==> src/rtl/dbus_arbiter_if.sv <==
// dbus_arbiter_if: two requester ports, the shared slave bus and the arbiter status outputs.
// Latency: none, this is wiring only.
// Backpressure: each requester holds req until it sees its one-cycle ack.
interface dbus_arbiter_if #(
  parameter int DATA_WIDTH = 32,
  parameter int ADDR_WIDTH = 32
);
  // core memory stage (m0)
  logic                  m0_req;
  logic                  m0_we;
  logic [ADDR_WIDTH-1:0] m0_addr;
  logic [DATA_WIDTH-1:0] m0_wdata;
  logic                  m0_ack;
  logic [DATA_WIDTH-1:0] m0_rdata;

  // secondary master (m1)
  logic                  m1_req;
  logic                  m1_we;
  logic [ADDR_WIDTH-1:0] m1_addr;
  logic [DATA_WIDTH-1:0] m1_wdata;
  logic                  m1_ack;
  logic [DATA_WIDTH-1:0] m1_rdata;

  // slave side
  logic [ADDR_WIDTH-1:0] bus_addr;
  logic [DATA_WIDTH-1:0] bus_wdata;
  logic                  bus_re;
  logic                  bus_we;
  logic [DATA_WIDTH-1:0] bus_rdata;

  // status
  logic                  owner;
  logic                  busy;
  logic                  core_stall;

  // Arbiter view.
  modport slave (
    input  m0_req, m0_we, m0_addr, m0_wdata,
    output m0_ack, m0_rdata,
    input  m1_req, m1_we, m1_addr, m1_wdata,
    output m1_ack, m1_rdata,
    output bus_addr, bus_wdata, bus_re, bus_we,
    input  bus_rdata,
    output owner, busy, core_stall
  );

  // Environment view: requesters plus the memory/UART slave.
  modport master (
    output m0_req, m0_we, m0_addr, m0_wdata,
    input  m0_ack, m0_rdata,
    output m1_req, m1_we, m1_addr, m1_wdata,
    input  m1_ack, m1_rdata,
    input  bus_addr, bus_wdata, bus_re, bus_we,
    output bus_rdata,
    input  owner, busy, core_stall
  );
endinterface

==> src/rtl/dbus_arbiter.sv <==
// dbus_arbiter: shares the data bus between core (m0) and DMA/debug (m1); round-robin, or core priority with DBUS_ARB_CORE_PRIO_EN.
// Latency: req in cycle N -> ack in cycle N+WAIT_CYCLES+2; one transaction every WAIT_CYCLES+3 cycles.
// Backpressure: requests are held until ack; the losing master waits in order and core_stall covers a pending m0.
module dbus_arbiter #(
  parameter int DATA_WIDTH  = 32,
  parameter int ADDR_WIDTH  = 32,
  parameter int WAIT_CYCLES = 0
) (
  input  logic    clk,
  input  logic    reset,
  dbus_arbiter_if.slave dbus
);

  // The wait counter is 4 bits wide; larger values cannot be represented.
  if (WAIT_CYCLES < 0 || WAIT_CYCLES > 15) begin : g_wait_range
    $error("dbus_arbiter: WAIT_CYCLES must be in 0..15");
  end

  localparam logic [3:0] WAIT_INIT = 4'(WAIT_CYCLES);

  localparam logic [1:0] S_IDLE   = 2'd0;
  localparam logic [1:0] S_ACCESS = 2'd1;
  localparam logic [1:0] S_RESP   = 2'd2;

  logic [1:0]            state;
  logic [3:0]            cnt;
  logic                  last_grant;
  logic                  cur_we;

  logic                  owner_q;
  logic                  busy_q;
  logic                  bus_re_q;
  logic                  bus_we_q;
  logic [ADDR_WIDTH-1:0] bus_addr_q;
  logic [DATA_WIDTH-1:0] bus_wdata_q;
  logic                  m0_ack_q;
  logic                  m1_ack_q;
  logic [DATA_WIDTH-1:0] m0_rdata_q;
  logic [DATA_WIDTH-1:0] m1_rdata_q;

  logic                  grant_vld;
  logic                  sel;
  logic                  we_sel;
  logic [ADDR_WIDTH-1:0] addr_sel;
  logic [DATA_WIDTH-1:0] wdata_sel;
  logic                  do_grant;
  logic                  last_access;

  // Pick the winner among current requests and mux its command fields.
  always_comb begin
    grant_vld = dbus.m0_req | dbus.m1_req;
    if (dbus.m0_req & dbus.m1_req) begin
`ifdef DBUS_ARB_CORE_PRIO_EN
      sel = 1'b0;
`else
      sel = ~last_grant;
`endif
    end else begin
      sel = dbus.m1_req;
    end
    we_sel    = sel ? dbus.m1_we    : dbus.m0_we;
    addr_sel  = sel ? dbus.m1_addr  : dbus.m0_addr;
    wdata_sel = sel ? dbus.m1_wdata : dbus.m0_wdata;
    do_grant    = (state == S_IDLE) & grant_vld;
    last_access = (state == S_ACCESS) & (cnt == 4'd0);
  end

  // Sequencer: IDLE -> ACCESS for WAIT_CYCLES+1 cycles -> RESP for one cycle.
  always_ff @(posedge clk or posedge reset) begin
    if (reset) begin
      state <= S_IDLE;
      cnt   <= 4'd0;
    end else begin
      case (state)
        S_IDLE: begin
          if (do_grant) begin
            state <= S_ACCESS;
            cnt   <= WAIT_INIT;
          end
        end
        S_ACCESS: begin
          if (cnt == 4'd0) begin
            state <= S_RESP;
          end else begin
            cnt <= cnt - 4'd1;
          end
        end
        S_RESP:  state <= S_IDLE;
        default: state <= S_IDLE;
      endcase
    end
  end

  // Latch the winner's command at grant; later changes by the requester are ignored.
  always_ff @(posedge clk or posedge reset) begin
    if (reset) begin
      owner_q     <= 1'b0;
      last_grant  <= 1'b1;
      cur_we      <= 1'b0;
      bus_addr_q  <= '0;
      bus_wdata_q <= '0;
    end else if (do_grant) begin
      owner_q     <= sel;
      last_grant  <= sel;
      cur_we      <= we_sel;
      bus_addr_q  <= addr_sel;
      bus_wdata_q <= wdata_sel;
    end
  end

  // Slave strobes: read enable for the whole access, write strobe only on its final cycle.
  always_ff @(posedge clk or posedge reset) begin
    if (reset) begin
      bus_re_q <= 1'b0;
      bus_we_q <= 1'b0;
      busy_q   <= 1'b0;
    end else if (do_grant) begin
      bus_re_q <= ~we_sel;
      bus_we_q <= we_sel & (WAIT_INIT == 4'd0);
      busy_q   <= 1'b1;
    end else if (state == S_ACCESS) begin
      if (cnt == 4'd0) begin
        bus_re_q <= 1'b0;
        bus_we_q <= 1'b0;
      end else begin
        bus_we_q <= cur_we & (cnt == 4'd1);
      end
    end else if (state == S_RESP) begin
      busy_q <= 1'b0;
    end
  end

  // One-cycle ack to the owner only, asserted during RESP.
  always_ff @(posedge clk or posedge reset) begin
    if (reset) begin
      m0_ack_q <= 1'b0;
      m1_ack_q <= 1'b0;
    end else begin
      m0_ack_q <= last_access & ~owner_q;
      m1_ack_q <= last_access &  owner_q;
    end
  end

  // Capture slave read data into the owner's register on the last access cycle.
  always_ff @(posedge clk or posedge reset) begin
    if (reset) begin
      m0_rdata_q <= '0;
      m1_rdata_q <= '0;
    end else if (last_access & ~cur_we) begin
      if (owner_q) begin
        m1_rdata_q <= dbus.bus_rdata;
      end else begin
        m0_rdata_q <= dbus.bus_rdata;
      end
    end
  end

  assign dbus.m0_ack     = m0_ack_q;
  assign dbus.m1_ack     = m1_ack_q;
  assign dbus.m0_rdata   = m0_rdata_q;
  assign dbus.m1_rdata   = m1_rdata_q;
  assign dbus.bus_addr   = bus_addr_q;
  assign dbus.bus_wdata  = bus_wdata_q;
  assign dbus.bus_re     = bus_re_q;
  assign dbus.bus_we     = bus_we_q;
  assign dbus.owner      = owner_q;
  assign dbus.busy       = busy_q;
  assign dbus.core_stall = dbus.m0_req & ~m0_ack_q;

endmodule

==> src/flat_wrapper.sv <==
// flat-port wrapper written by rule: the top's interface ports become plain ports
module dbus_arbiter_flat 
#(
  parameter int DATA_WIDTH  = 32,
  parameter int ADDR_WIDTH  = 32,
  parameter int WAIT_CYCLES = 0
)
  (clk, reset, dbus_m0_req, dbus_m0_we, dbus_m0_addr, dbus_m0_wdata, dbus_m0_ack, dbus_m0_rdata, dbus_m1_req, dbus_m1_we, dbus_m1_addr, dbus_m1_wdata, dbus_m1_ack, dbus_m1_rdata, dbus_bus_addr, dbus_bus_wdata, dbus_bus_re, dbus_bus_we, dbus_bus_rdata, dbus_owner, dbus_busy, dbus_core_stall);
  dbus_arbiter_if #(.DATA_WIDTH(DATA_WIDTH), .ADDR_WIDTH(ADDR_WIDTH)) dbus_i ();
  input  logic clk;
  input  logic reset;
  input wire logic [$bits(dbus_i.m0_req)-1:0] dbus_m0_req;
  input wire logic [$bits(dbus_i.m0_we)-1:0] dbus_m0_we;
  input wire logic [$bits(dbus_i.m0_addr)-1:0] dbus_m0_addr;
  input wire logic [$bits(dbus_i.m0_wdata)-1:0] dbus_m0_wdata;
  output wire logic [$bits(dbus_i.m0_ack)-1:0] dbus_m0_ack;
  output wire logic [$bits(dbus_i.m0_rdata)-1:0] dbus_m0_rdata;
  input wire logic [$bits(dbus_i.m1_req)-1:0] dbus_m1_req;
  input wire logic [$bits(dbus_i.m1_we)-1:0] dbus_m1_we;
  input wire logic [$bits(dbus_i.m1_addr)-1:0] dbus_m1_addr;
  input wire logic [$bits(dbus_i.m1_wdata)-1:0] dbus_m1_wdata;
  output wire logic [$bits(dbus_i.m1_ack)-1:0] dbus_m1_ack;
  output wire logic [$bits(dbus_i.m1_rdata)-1:0] dbus_m1_rdata;
  output wire logic [$bits(dbus_i.bus_addr)-1:0] dbus_bus_addr;
  output wire logic [$bits(dbus_i.bus_wdata)-1:0] dbus_bus_wdata;
  output wire logic [$bits(dbus_i.bus_re)-1:0] dbus_bus_re;
  output wire logic [$bits(dbus_i.bus_we)-1:0] dbus_bus_we;
  input wire logic [$bits(dbus_i.bus_rdata)-1:0] dbus_bus_rdata;
  output wire logic [$bits(dbus_i.owner)-1:0] dbus_owner;
  output wire logic [$bits(dbus_i.busy)-1:0] dbus_busy;
  output wire logic [$bits(dbus_i.core_stall)-1:0] dbus_core_stall;
  assign dbus_i.m0_req = dbus_m0_req;
  assign dbus_i.m0_we = dbus_m0_we;
  assign dbus_i.m0_addr = dbus_m0_addr;
  assign dbus_i.m0_wdata = dbus_m0_wdata;
  assign dbus_m0_ack = dbus_i.m0_ack;
  assign dbus_m0_rdata = dbus_i.m0_rdata;
  assign dbus_i.m1_req = dbus_m1_req;
  assign dbus_i.m1_we = dbus_m1_we;
  assign dbus_i.m1_addr = dbus_m1_addr;
  assign dbus_i.m1_wdata = dbus_m1_wdata;
  assign dbus_m1_ack = dbus_i.m1_ack;
  assign dbus_m1_rdata = dbus_i.m1_rdata;
  assign dbus_bus_addr = dbus_i.bus_addr;
  assign dbus_bus_wdata = dbus_i.bus_wdata;
  assign dbus_bus_re = dbus_i.bus_re;
  assign dbus_bus_we = dbus_i.bus_we;
  assign dbus_i.bus_rdata = dbus_bus_rdata;
  assign dbus_owner = dbus_i.owner;
  assign dbus_busy = dbus_i.busy;
  assign dbus_core_stall = dbus_i.core_stall;
  dbus_arbiter #(.DATA_WIDTH(DATA_WIDTH), .ADDR_WIDTH(ADDR_WIDTH), .WAIT_CYCLES(WAIT_CYCLES)) u_core (.clk(clk), .reset(reset), .dbus(dbus_i));
endmodule
==> config.mk <==
export PLATFORM = sky130hd
export DESIGN_NAME = dbus_arbiter_flat
export DESIGN_NICKNAME = d
export VERILOG_FILES = /design/src/rtl/dbus_arbiter_if.sv /design/src/rtl/dbus_arbiter.sv /design/src/flat_wrapper.sv
export SDC_FILE = /design/constraint.sdc
export NUM_CORES = 1
export LEC_CHECK = 0
export ABC_AREA = 1
export CORE_ASPECT_RATIO = 1.1
export CORE_MARGIN = 2
export CORE_UTILIZATION = 41
export CTS_CLUSTER_DIAMETER = 60
export DETAILED_ROUTE_END_ITERATION = 10
export PLACE_DENSITY = 0.83
export SKIP_LAST_GASP = 1
export SLEW_MARGIN = 20
export SYNTH_ARGS = -nofsm -noshare
export SYNTH_HDL_FRONTEND = slang
export SYNTH_SLANG_ARGS = --single-unit
==> constraint.sdc <==
create_clock -name clk -period 4.9 [get_ports clk]
set_input_delay 0.49 -clock clk [delete_from_list [all_inputs] [get_ports clk]]
set_output_delay 0.49 -clock clk [all_outputs]
set_load 0.05 [all_outputs]
After elaboration in Yosys (flattened, before gate mapping)

Index checks and enable logic that the tools add are counted.

Bits in latches: 0
Flip-flop bits (word level): 142
ROM bits: 0
Memories: 0
Logic and storage cells: 67
Input bits: 166
Bits in writable memories: 0
Output and inout bits: 135

$lt $le $gt $ge: 0
Bitwise operators: 14
Shifts and indexed selects: 0
Reductions and logical operators: 12
Muxes and demuxes: 19
Multipliers: 0
Equal/unequal tests: 7
Add/subtract/negate cells: 1
Div/mod/pow operators: 0

Operators with widths:

| cell                                                                    | count |
|---|---|
| 32-bit 2-to-1 mux                                                       | 2 |
| 1-bit 2-to-1 mux                                                        | 11 |
| 2-bit AND reduction                                                     | 5 |
| 1-bit AND                                                               | 8 |
| 4-bit 2-to-1 mux                                                        | 2 |
| 4-bit one-hot mux with 2 select lines                                   | 1 |
| 2-bit nonzero test                                                      | 4 |
| 1-bit NOT                                                               | 5 |
| 4-bit by 1-bit equality test with 1-bit output, second input constant   | 1 |
| 4-bit zero test                                                         | 1 |
| 2-bit 2-to-1 mux                                                        | 2 |
| 2-bit by 1-bit inequality test with 1-bit output, second input constant | 2 |
| 2-bit inequality test, second input constant                            | 2 |
| 2-bit one-hot mux with 2 select lines                                   | 1 |
| 4-bit by 1-bit subtractor with 4-bit output, second input constant      | 1 |
| 3-bit AND reduction                                                     | 1 |
| 2-bit by 1-bit equality test with 1-bit output, second input constant   | 1 |
| 2-bit equality test, second input constant                              | 1 |
| 2-bit zero test                                                         | 1 |
| 1-bit OR                                                                | 1 |

Logic depth before layout (Yosys ltp)

Depth after elaboration: 5
Gate-level depth with buffers: 9
Mapped depth without buffers: 9

Least setup slack after synthesis

Ideal clock, no wire load.

Path kind: reg2out
Start point: register u_core.m0_ack_q, in the netlist u_core.dbus.m0_ack
End point: output port dbus_core_stall
Arrival time: 1280 ps
Path buffers: 0
Data required time: 4410 ps
Slack: 3130 ps
Stages on the path, launching flop included: 2
Path through: dfrtp_1 > nor2_1

Longest elaborated chain between the ends: 2

RTL lines:

| what                     | line                | text |
|---|---|---|
| start: declaration       | dbus_arbiter.sv:36  | `logic m0_ack_q;` |
| start signal: assignment | dbus_arbiter.sv:139 | `m0_ack_q <= last_access & ~owner_q;` |
| 1-bit NOT                | dbus_arbiter.sv:168 | `assign dbus.core_stall = dbus.m0_req & ~m0_ack_q;` |
| 1-bit AND                | dbus_arbiter.sv:168 |  |
| end: declaration         | flat_wrapper.sv:31  | `output wire logic [$bits(dbus_i.core_stall)-1:0] dbus_core_stall;` |

No other way between the ends.

Worst setup path after layout

Start point: input port dbus_m0_req
End point: register u_core.bus_addr_q[23], in the netlist u_core.dbus.bus_addr[23]

Longest elaborated chain between the ends: 3
Elaborated cells on any way between the ends: 5
Those cells by class: mux: 2; bitwise: 3

RTL lines:

| what                   | line                | text |
|---|---|---|
| start: declaration     | flat_wrapper.sv:12  | `input wire logic [$bits(dbus_i.m0_req)-1:0] dbus_m0_req;` |
| 1-bit AND              | dbus_arbiter.sv:52  | `if (dbus.m0_req & dbus.m1_req) begin` |
| 1-bit 2-to-1 mux       | dbus_arbiter.sv:52  |  |
| 32-bit 2-to-1 mux      | dbus_arbiter.sv:62  | `addr_sel = sel ? dbus.m1_addr : dbus.m0_addr;` |
| end signal: assignment | dbus_arbiter.sv:106 | `bus_addr_q <= addr_sel;` |
| end: declaration       | dbus_arbiter.sv:34  | `logic [ADDR_WIDTH-1:0] bus_addr_q;` |

Several ways; a longest one is shown, not always the timed one.
A chain may end at the register's enable or synchronous reset.

==> reports/results.ini <==
[status]
outcome = finished clean

[logic_synthesis]
synth.ff_latch_count = 142
synth_nets = 884
ys_top_cells_by_area = dfrtp_1 (57%), nand2_1 (13%), nand4_1 (6.5%)
mappedNetlistArea_um2 = 6198
syn_area_per_cell_um2 = 8.657
yosysWarnings = 0
synth.yosys.seq_area_share_pct = 57.35
synth_largest_type_area_fraction_pct = 56.92
post_synth_num_cell_types = 26
synth_top_area_cell = dfrtp_1
mapped_cells = 716

[clocking]
ctsResizeCount = 0
worstSkewPairLatency_ns = 0.42
cts-buffers-inserted = 17
path_clk_slew_ns = 0.06
tritoncts = yes
max-clock-path-buffers = 2
clockRootBuffer = clkbuf_16
cts_num_sinks = 142
post_cts.repair.setup_buffers = 0
cts_htree_levels = 4
holdBufCountCts = 0

[setup_path]
start_to_end_type_of_the_worst_setup_path = primary input to flip-flop
worstPathArrival_ns = 2.85
critical_path_end_type = flip-flop
crit_path_max_fanout = 66
worstSetupStartpointType = primary input
crit_required_ns = 5.20

[timing]
fin_crit_ns = 2.555
final_max_slew_viol_count = 0
rsz_0062_raised_after_global_routing = false
setup_violations = 0
final-hold-violation-count = 0
hold_ws_ns = 0.4694
worstMarginPinSlew_ns = 0.9380
maxClockFrequency_mhz = 391.4
skew_ns = 0.009601
post_route_fraction_of_the_period_consumed_by_the_critical_path_pct = 52.13
final.setup.tns_ns = 0
slew_headroom_pct = 37.38

[detailed_routing]
postRouteWirelength_um = 20800
drt_first_pass_iters = 6
routed-via-count = 6288
post-route-drc-count = 0
ant_nets = 0
dr.first_iter.drc_count = 527
routed_wire_length_per_instance_um = 17.34
drt-vias-per-instance = 5.244

[global_routing]
grt_max_degree = 67
grt_use_total_pct = 25.87
grt_remaining_overflow = 0
grt_first_pass_wirelength_um = 32440
first_global_vias = 6206
antenna_violations_before_repair = 0

[run]
max_cap_viol_count = 0

[place]
place.gp.congestion = 0.8634
port_buffers = 300
dp_hpwl_um = 14380
place.detailed.instances = 1166
postPlaceCellArea_um2 = 9233

[finish]
final_core_util_pct = 65.57
seq_area_um2 = 3555
most-common-layout-cells = clkdlybuf4s50_1 (300), nand2_1 (213), dfrtp_1 (141), o21ai_0 (74), nor2_1 (71)
finish.net_count = 1157
multiInputGateArea_um2 = 2286
area_growth_syn_to_layout_pct = 58.01
final_layout_size_suffix_gt1_share_pct = 5.190
final.fill_count = 1247
design_area_um2 = 9794
instances_no_fill = 1199
layout.cells.most_common = clkdlybuf4s50_1

[floorplanning]
dieWidth_um = 121.2
pin_count = 301
floorplan.die.height_um = 133.0
floorplan.rows = 47
dieArea_um2 = 16120
floorplan.initialDensity_pct = 41.50
area_of_the_core_region_um2 = 14940

[power_and_ir_drop]
power_density_nw_per_um2 = 808.8
power.leakage_nw = 4.359
worst_ir_drop_vdd_v = 0.0004625

[hold_path]
worstHoldPathType = flip-flop to flip-flop

[cell type report]
cell class	count	area share, %
Multi-Input combinational cell	500	23.34
Timing Repair Buffer	309	31.35
Clock buffer	20	4.561
Sequential cell	142	36.29
Tap cell	196	2.504
Inverter	19	0.7793
Antenna cell	1	0.02555
Clock inverter	12	1.150
[worst max-delay path, cell delays in order]
cell             delay (ns)
clkdlybuf4s50_1        0.51
nand2_1                0.10
nand2_2                0.07
buf_4                  0.55
inv_2                  0.58
o21ai_0                0.39
o21ai_1                0.11
[synth_stat cells (all sizes together)]
cell type,n
nand2,215
o21ai,131
buf,27
xnor2,1
dfstp,1
a21boi,1
xor2,1
clkinv,1
a21oi,2
ha,2
clkbuf,28
o22ai,2
nand4,64
nand3,7
inv,18
nor2,74
dfrtp,141
[logic make-up after synthesis]
group,share of synthesized area (%)
simple gates,25.09
compound gates,11.06
xor+xnor,0.2827
buf+inv,5.813
flops,57.35
fa+ha+maj,0.4036
[worst paths after layout]
| path | from | end | slack [ns] | cells past startpoint |
|---|---|---|---|---|
| worst min-delay path | u_core.dbus.m1_rdata[1]$_DFFE_PP0P_ | u_core.dbus.m1_rdata[1]$_DFFE_PP0P_ | 0.47 | 2 |
| worst max-delay path | dbus_m0_req | u_core.dbus.bus_addr[23]$_DFFE_PP0P_ | 2.35 | 7 |
| min in group asynchronous | reset | u_core.dbus.bus_wdata[14]$_DFFE_PP0P_ | 0.54 | 2 |
| worst max register to register | u_core.last_grant$_DFFE_PP1P_ | u_core.dbus.bus_addr[23]$_DFFE_PP0P_ | 2.42 | 6 |
| worst min register to register | u_core.dbus.m1_rdata[1]$_DFFE_PP0P_ | u_core.dbus.m1_rdata[1]$_DFFE_PP0P_ | 0.47 | 2 |
| max in group asynchronous | reset | u_core.dbus.m0_rdata[18]$_DFFE_PP0P_ | 3.35 | 3 |
[layer usage]
| metal | wire length [µm] | track usage, % | part of all wire, % |
|---|---|---|---|
| met1 | 8205 | 31.40 | 39 |
| met2 | 9606 | 40.48 | 46 |
| met3 | 2168 | 9.698 | 10 |
| met4 | 815 | 12.64 | 3.9 |
| met5 | 0 | 0 | 0 |
[where the power goes]
part	internal (W)	switching (W)	total, W
combinational	0.00140	0.00320	0.00460
sequential	0.00175	0.000342	0.00209
clock	0.000714	0.000511	0.00123
total	0.00387	0.00405	0.00792
[flip-flops by register name, indices dropped and copies added, names as in the netlist]
| name | flops |
|---|---|
| u_core.dbus.bus_addr | 32 |
| u_core.dbus.bus_wdata | 32 |
| u_core.dbus.m0_rdata | 32 |
| u_core.dbus.m1_rdata | 32 |
| u_core.cnt | 4 |
| u_core.state | 2 |
| u_core.cur_we | 1 |
| u_core.dbus.bus_re | 1 |
| u_core.dbus.bus_we | 1 |
| u_core.dbus.busy | 1 |
| u_core.dbus.m0_ack | 1 |
| u_core.dbus.m1_ack | 1 |
| u_core.dbus.owner | 1 |
| u_core.last_grant | 1 |
[through the flow]
stage	total power [W]	setup WS, ns
after floorplan	0.005124	0.6021
after global placement	0.006627	2.073
after detailed placement	0.006708	1.972
after CTS	0.007963	2.411
after global routing	0.008348	2.188
final	0.007921	2.345
No activity file was read; power rests on OpenSTA's default activity.
